[src/rtl/z80_mmu_paged.sv]
// Paged memory mapper for a Z80: page table programmed over I/O behind a key-sequence lock,
// combinational bank/chip-select decode and a sticky write-protect fault.
module z80_mmu_paged #(
  parameter int          PAGE_BITS = 3,
  parameter int          BANK_W    = 6,
  parameter logic [7:0]  MAP_PORT  = 8'hD8,
  parameter logic [7:0]  CTRL_PORT = 8'hD0,
  parameter logic [7:0]  KEY       = 8'hA5
) (
  input  logic              clk,
  input  logic              reset,
  input  logic              rd_n,
  input  logic              wr_n,
  input  logic              iorq_n,
  input  logic              mreq_n,
  input  logic [15:0]       addr,
  input  logic [7:0]        data_in,
  output logic [7:0]        data_out,
  output logic              data_oe,
  output logic [BANK_W-1:0] bank,
  output logic              rom_sel_n,
  output logic              ram_sel_n,
  output logic              wp_fault
);

  // state     | meaning
  // LOCKED    | table writes ignored, waiting for KEY
  // ARMED     | KEY seen, waiting for ~KEY
  // UNLOCKED  | table writes accepted; 8'h00 on CTRL relocks
  typedef enum logic [1:0] {
    LOCKED   = 2'd0,
    ARMED    = 2'd1,
    UNLOCKED = 2'd2
  } lock_state_e;

  localparam int         NPAGE      = 1 << PAGE_BITS;
  localparam logic [7:0] BANK_MASK  = 8'((1 << BANK_W) - 1);
  localparam logic [7:0] ENTRY_MASK = 8'hC0 | BANK_MASK;

  lock_state_e state_q;
  logic [7:0]  table_q [NPAGE];
  logic        wp_fault_q, wp_fault_d;

  logic [1:0]  rd_sync_q, wr_sync_q, iorq_sync_q, mreq_sync_q;
  logic        rd_prev_q, wr_prev_q;
  logic        rd_ev, wr_ev, io_wr_ev, io_rd_ev, mem_wr_ev;

  logic                 map_hit, ctrl_hit;
  logic [PAGE_BITS-1:0] io_idx, mem_idx;
  logic [7:0]           mem_entry;
  logic                 unused_addr;

  assign unused_addr = ^addr[15-PAGE_BITS:8];

  // Strobe chains reset to the asserted level so an access already in flight when
  // reset releases never produces a falling edge and is dropped.
  always_ff @(posedge clk or posedge reset) begin
    if (reset) begin
      rd_sync_q   <= 2'b00;
      wr_sync_q   <= 2'b00;
      rd_prev_q   <= 1'b0;
      wr_prev_q   <= 1'b0;
      iorq_sync_q <= 2'b11;
      mreq_sync_q <= 2'b11;
    end else begin
      rd_sync_q   <= {rd_sync_q[0], rd_n};
      wr_sync_q   <= {wr_sync_q[0], wr_n};
      rd_prev_q   <= rd_sync_q[1];
      wr_prev_q   <= wr_sync_q[1];
      iorq_sync_q <= {iorq_sync_q[0], iorq_n};
      mreq_sync_q <= {mreq_sync_q[0], mreq_n};
    end
  end

  assign rd_ev     = rd_prev_q & ~rd_sync_q[1];
  assign wr_ev     = wr_prev_q & ~wr_sync_q[1];
  assign io_wr_ev  = wr_ev & ~iorq_sync_q[1];
  assign io_rd_ev  = rd_ev & ~iorq_sync_q[1];
  assign mem_wr_ev = wr_ev & ~mreq_sync_q[1];

  assign map_hit  = (addr[7:PAGE_BITS] == MAP_PORT[7:PAGE_BITS]);
  assign ctrl_hit = (addr[7:0] == CTRL_PORT);
  assign io_idx   = addr[PAGE_BITS-1:0];
  assign mem_idx  = addr[15 -: PAGE_BITS];

  always_ff @(posedge clk or posedge reset) begin
    if (reset) begin
      state_q <= UNLOCKED;
    end else if (io_wr_ev && ctrl_hit) begin
      case (state_q)
        LOCKED:   state_q <= (data_in == KEY) ? ARMED : LOCKED;
        ARMED:    state_q <= (data_in == ~KEY) ? UNLOCKED : LOCKED;
        UNLOCKED: state_q <= (data_in == 8'h00) ? LOCKED : UNLOCKED;
        default:  state_q <= LOCKED;
      endcase
    end
  end

  always_ff @(posedge clk or posedge reset) begin
    if (reset) begin
      for (int i = 0; i < NPAGE; i++) begin
        table_q[i] <= (i == 0) ? 8'h40 : (8'(i) & BANK_MASK);
      end
    end else if (io_wr_ev && map_hit && state_q == UNLOCKED) begin
      table_q[io_idx] <= data_in & ENTRY_MASK;
    end
  end

  assign mem_entry = table_q[mem_idx];

  // A new fault takes priority over the clear from a status read.
  always_comb begin
    wp_fault_d = wp_fault_q;
    if (io_rd_ev && ctrl_hit) wp_fault_d = 1'b0;
    if (mem_wr_ev && mem_entry[7]) wp_fault_d = 1'b1;
  end

  always_ff @(posedge clk or posedge reset) begin
    if (reset) wp_fault_q <= 1'b0;
    else       wp_fault_q <= wp_fault_d;
  end

  assign wp_fault = wp_fault_q;

  always_comb begin
    data_out = 8'h00;
    data_oe  = 1'b0;
    if (!iorq_n && !rd_n) begin
      if (map_hit) begin
        data_oe  = 1'b1;
        data_out = table_q[io_idx];
      end else if (ctrl_hit) begin
        data_oe  = 1'b1;
        data_out = {wp_fault_q, 5'b00000, state_q};
      end
    end
  end

  assign bank      = mem_entry[BANK_W-1:0];
  assign rom_sel_n = mreq_n | ~mem_entry[6];
  assign ram_sel_n = mreq_n | mem_entry[6] | (mem_entry[7] & ~wr_n);

endmodule

[config.mk]
export PLATFORM = sky130hd
export DESIGN_NAME = z80_mmu_paged
export DESIGN_NICKNAME = d
export VERILOG_FILES = /design/src/rtl/z80_mmu_paged.sv
export SDC_FILE = /design/constraint.sdc
export NUM_CORES = 1
export LEC_CHECK = 0
export ABC_AREA = 1
export ABC_CLOCK_PERIOD_IN_PS = 3600
export CAP_MARGIN = 20
export CORE_UTILIZATION = 57
export DETAILED_ROUTE_END_ITERATION = 6
export PLACE_DENSITY_LB_ADDON = 0.15
export SLEW_MARGIN = 10
export SYNTH_ARGS = -nofsm -noshare
export SYNTH_HDL_FRONTEND = slang
export SYNTH_SLANG_ARGS = --single-unit
[constraint.sdc]
create_clock -name clk -period 3.6 [get_ports clk]
set_clock_uncertainty 0.1 [all_clocks]
set_input_delay 0.72 -clock clk [delete_from_list [all_inputs] [get_ports clk]]
set_output_delay 0.72 -clock clk [all_outputs]
set_load 0.02 [all_outputs]
==> results.json <==
{
  "status": "completed",
  "final_antenna_net_count": 0,
  "worst_slew_pin_slew_ns": 0.665,
  "hold_path_class": "reg2reg",
  "p_seq_share_pct": 50.6,
  "routed_wl_um": 13000,
  "async_reset_ff_share_pct": 100,
  "synth_top_area_share_pct": 33.3,
  "final_cell_count_no_fill": 781,
  "period_minus_slack_ns": 3.44,
  "cts.sinks": 77,
  "cp.required_ns": 2.78,
  "cts_setup_buffers": 0,
  "maxSlewViolCount": 0,
  "drtPass1Iterations": 6,
  "cp_cell_sequence": "clkdlybuf4s50_1, buf_4, nand2_1, nand3_1, nand2_1, nand2_1, nand2_1, nor2_1, nand2_1, clkdlybuf4s50_1",
  "maxCapViolCount": 0,
  "p_switching_mw": 0.466,
  "fin_nets": 707,
  "setup_viol": 0,
  "die_w_um": 90.2,
  "die_area_sq_um": 8130,
  "core_sq_um": 7370,
  "clock.fmax_ghz": 0.291,
  "cp-start-kind": "input port",
  "synth_warnings": 0,
  "synth_common_cells": "215 x nand2_1, 103 x o21ai_0, 70 x inv_1",
  "track_usage_pct": 33.7,
  "crit_fanout": 26,
  "setup_tns_ns": 0,
  "grt_max_degree": 47,
  "drtIter0Drc": 400,
  "first_global_vias": 4278,
  "critical_path_class": "in2out",
  "numCtsBuffers": 9,
  "ctsHoldBuffers": 0,
  "p_clk_share_pct": 36.5,
  "ys_ff_latch": 77,
  "clk_pin_slew_worst_paths_ns": 0.07,
  "dpl.cell_count": 765,
  "htreeDepth": 3,
  "gp_congestion": 0.960,
  "r2r_start": "wr_sync_q[1]",
  "vias_per_cell": 5.75,
  "cpPeakStageDelay_ns": 0.54,
  "yosysTopAreaCell": "dfrtp_1",
  "min_from": "rd_sync_q[0]",
  "synth_cell_types": 25,
  "antenna_found_initial": 0,
  "rsz0062_at_grt": "no",
  "power_density_nw_per_um2": 330,
  "synth-main-ff-cell": "dfrtp_1",
  "syn_area_sq_um": 4430,
  "syn-num-nets": 660,
  "clock_latency_ns": 0.35,
  "p_int_mw": 1.26,
  "fin_crit_sh_pct": 95.5,
  "die_h_um": 90.2,
  "yosys-top-cells-area": "dfrtp_1 33%, nand2_1 18%, o21ai_0 12%",
  "area_growth_pct": 18.4,
  "cts_root_buf": "clkbuf_8",
  "post-route-util_pct": 71.2,
  "pwr-share-comb_pct": 12.9,
  "end_kind": "primary output",
  "slew_headroom_pct": 55.6,
  "grt_first_pass_wirelength_um": 21200,
  "placement_rows": 31,
  "wl_per_cell_um": 16.7,
  "vdd.ir_drop.worst_v": 0.000209,
  "slowest_stage": "clkdlybuf4s50_1",
  "startpoint": "addr[13]",
  "start_util_pct": 60.1,
  "port-buffer-count": 42,
  "ys_seq_area_share_pct": 44.0,
  "place_hpwl_um": 9010,
  "cts_tree": "yes",
  "synth_most_common_cell": "nand2_1",
  "final_hold_viol_count": 0,
  "p_leak_nw": 2.66,
  "swShare_pct": 26.9,
  "drive_above_1_share_pct": 12.3,
  "synth_edf_count": 0,
  "clock_path_buffers": 2,
  "crit_top_cell": "nand2_1",
  "syn_inst": 630,
  "drc": 0,
  "vias": 4494,
  "diodes": 0,
  "io_pins": 48,
  "avgSynthCellArea_sq_um": 7.03,
  "crit_arrival_ns": 2.62,
  "overflow": 0
}
## logic make-up (layout without fill, tap and decap cells)
family,after synthesis,count (layout),share of synthesized area [%]
AOI/OAI and AO/OA,149,149,17.2
DFF,77,77,44.0
buffers and inverters,110,162,10.4
and+or+nand+nor,294,294,28.3
## timing repair
item | CTS | global route
setup endpoints to repair | 6 | 2
gates resized for setup | 7 | 5
hold endpoints to repair | 0 | 0
## power groups by stage
stage	Sequential [mW]	Clock (mW)	Combinational (mW)
after floorplan	0.891	0	0.114
after global placement	0.891	0	0.216
after detailed placement	0.892	0	0.219
after CTS	0.875	0.634	0.220
after global routing	0.876	0.670	0.240
final	0.875	0.632	0.223
## stage by stage
step           setup WS [ns]  hold slack [ns]  power (mW)  area (sq um)
2_1_floorplan          0.843            0.231        1.01          4430
3_3_place_gp         -0.0741            0.232        1.11          5050
3_5_place_dp          -0.131            0.239        1.11          5050
4_1_cts               0.0238            0.258        1.73          5230
5_1_grt               0.0322            0.263        1.79          5250
6_report               0.164            0.255        1.73          5250
## path summary, 6_finish.rpt
path / end / slack (ns) / cells past startpoint
max: ram_sel_n / 0.16 / 10
min reg2reg: rd_sync_q[1] / 0.26 / 0
max in group asynchronous: table_q[18] / 1.96 / 3
min in group asynchronous: table_q[15] / 0.69 / 2
max reg2reg: table_q[3] / 1.45 / 6
min: rd_sync_q[1] / 0.26 / 0
## area by class of cell
type                    count  area, sq um
inverters                  72          270
multi-input cells         443         2030
clock buffers              13          169
repair buffers             74          686
fillers                   642         2120
flip-flops and latches     77         1950
well taps                  99          124
clock inverters             3         20.0
## routing by layer
metal  vias to the layer above  wire length (um)  GRT usage (%)  part of all wire (%)
met5                         -                 0              0                     0
met4                         0               418           15.6                   3.2
met3                        35              1180           4.65                   9.1
met2                       234              6110           54.2                    47
met1                      2122              5290           45.3                    41
li1                       2103                 -              -                     -
## worst max-delay path: cells and delay by family
| family | cells | cell delay [ns] |
|---|---|---|
| and+or+nand+nor | 7 | 0.54 |
| buffers and inverters | 3 | 1.35 |
## state kept, by name (all words and copies together) (netlist names)
| signal | flops |
|---|---|
| table_q | 64 |
| rd_prev_q | 1 |
| state_q | 2 |
| rd_sync_q | 2 |
| wp_fault | 1 |
| wr_prev_q | 1 |
| mreq_sync_q | 2 |
| wr_sync_q | 2 |
| iorq_sync_q | 2 |
## cell usage in the layout, fill, tap and decap left out, types with 3 or more instances in the layout
| cell | Yosys | layout |
|---|---|---|
| a21oi_1 | 28 | 28 |
| buf_4 | 0 | 30 |
| clkbuf_8 | 0 | 12 |
| clkdlybuf4s50_1 | 0 | 33 |
| dfrtp_1 | 59 | 59 |
| dfstp_2 | 18 | 18 |
| dlygate4sd2_1 | 0 | 6 |
| dlymetal6s2s_1 | 0 | 3 |
| inv_1 | 70 | 69 |
| inv_2 | 2 | 3 |
| nand2_1 | 215 | 213 |
| nand3_1 | 22 | 22 |
| nand4_1 | 12 | 12 |
| nor2_1 | 29 | 28 |
| nor2_2 | 2 | 3 |
| nor2_4 | 6 | 6 |
| nor3_2 | 3 | 3 |
| o21a_1 | 4 | 4 |
| o21ai_0 | 103 | 103 |
| o21ai_1 | 11 | 11 |
(Power assumes the default switching activity.)
